File: config.mk
export PLATFORM = sky130hd
export DESIGN_NAME = axi_split_4kb_ctrl
export DESIGN_NICKNAME = d
export VERILOG_FILES = /design/src/rtl/axi_split_4kb_ctrl.sv
export SDC_FILE = /design/constraint.sdc
export NUM_CORES = 1
export LEC_CHECK = 0
export ABC_AREA = 1
export CAP_MARGIN = 15
export CORE_MARGIN = 4
export CORE_UTILIZATION = 25
export DETAILED_ROUTE_END_ITERATION = 8
export HOLD_SLACK_MARGIN = 0.03
export SKIP_LAST_GASP = 1
export SLEW_MARGIN = 5
export SYNTH_ARGS = -nofsm -noshare
export SYNTH_HDL_FRONTEND = slang
export SYNTH_SLANG_ARGS = --single-unit
File: constraint.sdc
create_clock -name ACLK_i -period 7.2 [get_ports ACLK_i]
set_input_delay 1.44 -clock ACLK_i [delete_from_list [all_inputs] [get_ports ACLK_i]]
set_output_delay 1.44 -clock ACLK_i [all_outputs]
set_load 0.03 [all_outputs]
File: src/rtl/axi_split_4kb_ctrl.sv
// axi_split_4kb_ctrl
//   Splits an AXI address-channel request that crosses a 4 KB boundary into
//   two sub-requests. Requests that stay within one page pass through as a
//   single sub-request. A per-transaction "was split" flag is queued in a
//   small FIFO so a downstream response merger knows how many responses to
//   fold back into one.
//
// Ports
//   ACLK_i, ARESETn_i             clock (rising), async active-low reset
//   AxID_i/AxADDR_i/AxLEN_i/AxSIZE_i, AxVALID_i, AxREADY_o
//                                 upstream request channel
//   AxID_o/AxADDR_o/AxLEN_o/AxSIZE_o, AxVALID_o, AxREADY_i
//                                 downstream sub-request channel
//   split_info_o                  1 = head transaction was split into two
//   split_info_valid_o            split-info FIFO not empty
//   split_info_ready_i            consumer pops the head entry
//   split_cnt_o (16b)             only with SPLIT_4KB_CNT_EN: saturating
//                                 count of accepted requests that were split
//
// Build option
//   SPLIT_4KB_CNT_EN              adds split_cnt_o and its counter
//
// Downstream outputs come from registered request fields and the FSM state
// only, so there is no combinational path from the upstream channel.

module axi_split_4kb_ctrl #(
  parameter int ADDR_WIDTH = 32,
  parameter int ID_WIDTH   = 5,
  parameter int LEN_WIDTH  = 8,
  parameter int SIZE_WIDTH = 3,
  parameter int INFO_DEPTH = 4
) (
  input  logic                  ACLK_i,
  input  logic                  ARESETn_i,
  input  logic [ID_WIDTH-1:0]   AxID_i,
  input  logic [ADDR_WIDTH-1:0] AxADDR_i,
  input  logic [LEN_WIDTH-1:0]  AxLEN_i,
  input  logic [SIZE_WIDTH-1:0] AxSIZE_i,
  input  logic                  AxVALID_i,
  output logic                  AxREADY_o,
  output logic [ID_WIDTH-1:0]   AxID_o,
  output logic [ADDR_WIDTH-1:0] AxADDR_o,
  output logic [LEN_WIDTH-1:0]  AxLEN_o,
  output logic [SIZE_WIDTH-1:0] AxSIZE_o,
  output logic                  AxVALID_o,
  input  logic                  AxREADY_i,
  output logic                  split_info_o,
  output logic                  split_info_valid_o,
  input  logic                  split_info_ready_i
`ifdef SPLIT_4KB_CNT_EN
  ,
  output logic [15:0]           split_cnt_o
`endif
);

  localparam logic [1:0] IDLE     = 2'd0;
  localparam logic [1:0] SEND_1ST = 2'd1;
  localparam logic [1:0] SEND_2ND = 2'd2;

  localparam int PTR_W   = $clog2(INFO_DEPTH);
  // (LEN+1) needs LEN_WIDTH+1 bits; the largest shift adds 2**SIZE_WIDTH-1.
  localparam int BYTES_W = LEN_WIDTH + 2**SIZE_WIDTH;
  localparam int SUM_W   = BYTES_W + 1;
  localparam int PG_W    = ADDR_WIDTH - 12;

  // Offset within the page with the sub-beat bits cleared.
  function automatic logic [11:0] off_f(input logic [11:0] a,
                                        input logic [SIZE_WIDTH-1:0] s);
    logic [11:0] mask;
    mask  = (12'd1 << s) - 12'd1;
    off_f = a & ~mask;
  endfunction

  // Sum is carried wide enough that oversized bursts still compare correctly.
  function automatic logic cross_f(input logic [11:0] a,
                                   input logic [LEN_WIDTH-1:0] l,
                                   input logic [SIZE_WIDTH-1:0] s);
    logic [BYTES_W-1:0] bytes;
    logic [SUM_W-1:0]   fin;
    bytes   = (BYTES_W'(l) + BYTES_W'(1)) << s;
    fin     = SUM_W'(off_f(a, s)) + SUM_W'(bytes);
    cross_f = fin > SUM_W'(4096);
  endfunction

  logic [1:0]            state_q;
  logic                  rst_done_q;
  logic [ID_WIDTH-1:0]   id_q;
  logic [ADDR_WIDTH-1:0] addr_q;
  logic [LEN_WIDTH-1:0]  len_q;
  logic [SIZE_WIDTH-1:0] size_q;

  logic [INFO_DEPTH-1:0] info_mem;
  logic [PTR_W-1:0]      wr_ptr, rd_ptr;
  logic [PTR_W:0]        info_cnt;
  logic                  info_full;

  logic                  up_hs, dn_hs, push, pop, in_cross;
  logic                  cross_q;
  logic [12:0]           room;
  logic [LEN_WIDTH-1:0]  len1, len2;
  logic [PG_W-1:0]       page_nxt;

  // ---------------------------------------------------------------------
  // Handshakes
  // ---------------------------------------------------------------------
  assign info_full = (info_cnt == (PTR_W+1)'(INFO_DEPTH));
  assign AxREADY_o = (state_q == IDLE) & ~info_full & rst_done_q;
  assign AxVALID_o = (state_q != IDLE);
  assign up_hs     = AxVALID_i & AxREADY_o;
  assign dn_hs     = AxVALID_o & AxREADY_i;

  // The FIFO entry is written in the accept cycle, so the flag has to be
  // derived from the incoming fields rather than the (not yet loaded) regs.
  assign in_cross  = cross_f(AxADDR_i[11:0], AxLEN_i, AxSIZE_i);
  assign push      = up_hs;
  assign pop       = split_info_valid_o & split_info_ready_i;

  // ---------------------------------------------------------------------
  // Split math on the registered request
  // ---------------------------------------------------------------------
  assign cross_q  = cross_f(addr_q[11:0], len_q, size_q);
  assign room     = 13'd4096 - {1'b0, off_f(addr_q[11:0], size_q)};
  assign len1     = LEN_WIDTH'((room >> size_q) - 13'd1);
  assign len2     = len_q - len1 - LEN_WIDTH'(1);
  // Carry out of the top page is dropped: the second half wraps to 0.
  assign page_nxt = addr_q[ADDR_WIDTH-1:12] + PG_W'(1);

  assign AxID_o   = id_q;
  assign AxSIZE_o = size_q;
  assign AxADDR_o = (state_q == SEND_2ND) ? {page_nxt, 12'h000} : addr_q;
  assign AxLEN_o  = (state_q == SEND_2ND) ? len2 : (cross_q ? len1 : len_q);

  // ---------------------------------------------------------------------
  // FSM + request registers
  // ---------------------------------------------------------------------
  always_ff @(posedge ACLK_i or negedge ARESETn_i) begin
    if (!ARESETn_i) begin
      state_q    <= IDLE;
      rst_done_q <= 1'b0;
      id_q       <= '0;
      addr_q     <= '0;
      len_q      <= '0;
      size_q     <= '0;
    end else begin
      rst_done_q <= 1'b1;
      case (state_q)
        IDLE: begin
          if (up_hs) begin
            id_q    <= AxID_i;
            addr_q  <= AxADDR_i;
            len_q   <= AxLEN_i;
            size_q  <= AxSIZE_i;
            state_q <= SEND_1ST;
          end
        end
        SEND_1ST: begin
          if (dn_hs) state_q <= cross_q ? SEND_2ND : IDLE;
        end
        SEND_2ND: begin
          if (dn_hs) state_q <= IDLE;
        end
        default: state_q <= IDLE;
      endcase
    end
  end

  // ---------------------------------------------------------------------
  // Split-info FIFO (no bypass: a full FIFO simply holds off AxREADY_o)
  // ---------------------------------------------------------------------
  always_ff @(posedge ACLK_i or negedge ARESETn_i) begin
    if (!ARESETn_i) begin
      info_mem <= '0;
      wr_ptr   <= '0;
      rd_ptr   <= '0;
      info_cnt <= '0;
    end else begin
      if (push) begin
        info_mem[wr_ptr] <= in_cross;
        wr_ptr           <= wr_ptr + PTR_W'(1);
      end
      if (pop) rd_ptr <= rd_ptr + PTR_W'(1);
      case ({push, pop})
        2'b10:   info_cnt <= info_cnt + (PTR_W+1)'(1);
        2'b01:   info_cnt <= info_cnt - (PTR_W+1)'(1);
        default: info_cnt <= info_cnt;
      endcase
    end
  end

  assign split_info_valid_o = (info_cnt != '0);
  assign split_info_o       = info_mem[rd_ptr];

`ifdef SPLIT_4KB_CNT_EN
  // ---------------------------------------------------------------------
  // Saturating split counter
  // ---------------------------------------------------------------------
  logic [15:0] split_cnt_q;

  always_ff @(posedge ACLK_i or negedge ARESETn_i) begin
    if (!ARESETn_i)
      split_cnt_q <= '0;
    else if (push && in_cross && (split_cnt_q != 16'hFFFF))
      split_cnt_q <= split_cnt_q + 16'd1;
  end

  assign split_cnt_o = split_cnt_q;
`endif

endmodule

==> impl_results.rst <==
.. list-table::
   :header-rows: 1

   * - Metric
     - Value
   * - Number of enable flip-flop cells after synthesis
     - 0
   * - Total standard cell area after synthesis
     - between 0.006 and 0.007 mm^2
   * - Area of the core
     - about 0.026 mm^2
   * - Post-route setup TNS
     - 0 ps
   * - Total clock buffers created by CTS
     - 9
   * - Internal reg-to-reg setup slack
     - between 2000 and 3000 ps
   * - Classification of the worst setup path
     - reg2out
   * - Transition time of the tightest slew-check pin
     - roughly 860 ps
   * - Number of global-route vias before repair
     - 6659
   * - Maximum buffer depth of the clock tree
     - 2
   * - Via-to-Cell Ratio
     - between 4 and 5
   * - Synthesized instance count
     - between 1000 and 1500
   * - Commonest non-fill, non-tap cell in the layout
     - nand2_1
   * - Clock transition at the register clock pins on the worst setup and hold paths after CTS
     - around 50 ps
   * - First-pass detailed-route iteration total
     - 5
   * - Pin count of the biggest net entering global routing
     - 84
   * - Post-CTS setup buffer count
     - 0
   * - Required time at the worst-slack endpoint
     - ~5800 ps
   * - First-pass GRT wire length
     - 32600 um
   * - DRC violation total after the first TritonRoute iteration
     - 424
   * - Path category of the worst min-delay check
     - reg2reg
   * - Critical path's largest stage delay
     - approximately 720 ps
   * - IO Count
     - 105
   * - CTS root buffer
     - clkbuf_16
   * - Number of failing hold endpoints at the final stage
     - 0
   * - Post-synth cell types
     - 45
   * - Run status
     - completed
   * - DRC Markers
     - 0
   * - Number of synthesis warnings
     - 0
   * - Ratio of final minimum period to clock period
     - just over 90%
   * - Final cell count without fillers
     - about 1400
   * - Data arrival time at the worst-slack endpoint
     - approximately 5300 ps
   * - Max-slew headroom
     - a little over two fifths
   * - Post-synthesis to final-layout area growth
     - 24.2%
   * - Post-Syn Nets
     - 1102
   * - Ratio of cells with drive above 1 in the final layout
     - under 10%
   * - Overall routed net length
     - between 20000 and 25000 um
   * - Total global routing track utilization
     - between 10% and 20%
   * - Latest clock arrival within the worst-skew pair
     - 330 ps
   * - Critical path buffer and inverter count
     - 4
   * - Share of synthesized registers carrying an async set or reset
     - 100%
   * - Number of violations of the max-capacitance limit
     - 0
   * - Total overflow reported by the global router
     - 0
   * - Total of flip-flops plus latches after synthesis
     - 62
   * - Maximum level of the CTS H-tree
     - 3
   * - Flip-flop cell with the highest count after synthesis
     - dfrtp_1
   * - Critical path endpoint category
     - output pin
   * - Diode count
     - 0
   * - Min Clock Period, post-route
     - between 6000 and 7000 ps
   * - Worst clock skew on the final layout
     - about 7.1 ps
   * - Library cell appearing most often on the critical path
     - nand2_1
   * - Number of antenna violations at the first check in global routing
     - 0
   * - Count of clock tree sinks
     - 62
   * - Count of nets after finishing
     - about 1200
   * - HPWL reported at the end of detailed placement
     - 16300 um
   * - Kind of start point of the critical path
     - register
   * - Count of filler cells inserted in the layout
     - 2902
   * - Number of cell rows
     - 59
   * - Worst slack on hold paths
     - roughly 500 ps
   * - Number of I/O port buffers
     - between 100 and 150
   * - Wire length per cell
     - 14.1 um
   * - RePlAce Congestion
     - 0.921
   * - Clock tree from TritonCTS
     - yes
   * - Starting density of the core
     - between 20% and 30%
   * - Register area share after synthesis
     - between 20% and 30%
   * - Final setup violating endpoints
     - 0
   * - Average footprint of a synthesized cell
     - roughly 6.6 um^2
   * - Critical path's top delay family
     - simple AND/OR/NAND/NOR gates
   * - Number of vias in the routed layout
     - approximately 7000
   * - Maximum fanout along the worst path
     - 17
   * - Antenna violation net count after detailed routing
     - 0
   * - Final Max Tran Viols
     - 0
   * - Floorplan die width
     - roughly 170 um
   * - Maximum clock rate
     - around 150 MHz
   * - Cell total after placement
     - 1410
   * - Unrepaired setup endpoints after global routing
     - false
   * - Most frequent cells in the layout
     - nand2_1, inv_1, nand3_1
   * - Die Ht
     - around 170 um
   * - Layout Utilization
     - between 30% and 40%
   * - Total die area
     - a little under 0.03 mm^2
   * - Standard cell with the maximum stage delay on the critical path
     - clkdlybuf4s50_1
## cell families after synthesis
| group | count (synthesis) | synth area share [%] |
|---|---|---|
| buffers and inverters | 182 | 10.5 |
| AND/OR/NAND/NOR | 470 | 32.1 |
| flip-flops | 62 | 23.3 |
| multiplexers | 33 | 5.37 |
| other | 1 | 0.0563 |
| XOR/XNOR | 55 | 7.23 |
| adder cells (fa/ha/maj) | 43 | 8.53 |
| AO/OA/AOI/OAI | 160 | 12.9 |
## cells in the mapped netlist, drive strengths merged, types with 2 or more instances
library cell | number | area share [%]
a211oi | 3 | 0.34
a21oi | 45 | 3.4
a31oi | 4 | 0.38
and2 | 2 | 0.19
buf | 14 | 1.1
clkbuf | 28 | 1.6
dfrtp | 62 | 23
fa | 4 | 1.2
ha | 39 | 7.3
inv | 139 | 7.8
mux2 | 22 | 3.7
mux2i | 11 | 1.7
nand2 | 205 | 12
nand3 | 114 | 9.3
nand3b | 4 | 0.45
nand4 | 23 | 2.2
nor2 | 100 | 6.3
nor3 | 16 | 1.2
o2111ai | 3 | 0.39
o211ai | 4 | 0.45
o21ai | 88 | 6.6
o22ai | 6 | 0.56
o31ai | 2 | 0.23
or2 | 4 | 0.38
xnor2 | 14 | 1.8
xor2 | 41 | 5.4
## cell type report
type                       instances  area (um^2)  share of cell area [%]
clock buffer                      10          229                    2.77
clock inverter                     6         38.8                   0.469
inverter                         140          526                    6.35
multi-input combinational        762         4410                    53.3
sequential                        62         1550                    18.8
tap                              335          419                    5.07
timing repair buffer             111         1100                    13.2
## final timing paths
| kind | from | endpoint | cells past startpoint |
|---|---|---|---|
| hold / removal | addr_q[5]$_DFFE_PN0P_ | addr_q[5]$_DFFE_PN0P_ | 2 |
| max in group asynchronous | ARESETn_i | addr_q[7]$_DFFE_PN0P_ | 2 |
| hold reg to reg | addr_q[5]$_DFFE_PN0P_ | addr_q[5]$_DFFE_PN0P_ | 2 |
| setup reg to reg | AxSIZE_o[1]$_DFFE_PN0P_ | state_q[1]$_DFFE_PN0P_ | 23 |
| setup / recovery | AxSIZE_o[1]$_DFFE_PN0P_ | AxLEN_o[4] | 25 |
| min in group asynchronous | ARESETn_i | AxID_o[2]$_DFFE_PN0P_ | 2 |
## routing by layer
layer / track usage [%] / vias up / wire length [um]
li1: - / 3469 / -
met1: 17.7 / 3127 / 9020
met2: 23.2 / 184 / 9680
met3: 1.40 / 41 / 772
met4: 5.17 / 0 / 610
met5: 0 / - / 0
## registers in the layout, summed over array words and instances (netlist names)
register and cells:
addr_q 32, len_q 8, AxID_o 5, info_mem 4, AxSIZE_o 3, info_cnt 3
rd_ptr 2, state_q 2, wr_ptr 2, rst_done_q 1
## worst min-delay path: stages (launching register included)
cell     delay [ps]
dfrtp_1         340
nand2_1          50
o21ai_0          60
## metrics by stage
step                setup WS, ps  instance area [um^2]
detailed placement           720                  8000
finish                       493                  8270
floorplan                   1160                  6660
global placement             730                  8000
CTS                          346                  8270
global route               0.496                  8270
## what timing repair did
action	CTS	global route
gates resized for setup	0	3
endpoints found under the setup margin	0	3
hold buffers	0	0
Power is not shown: default switching activity piles up to over one toggle a cycle in this logic, so the estimate is an artifact.
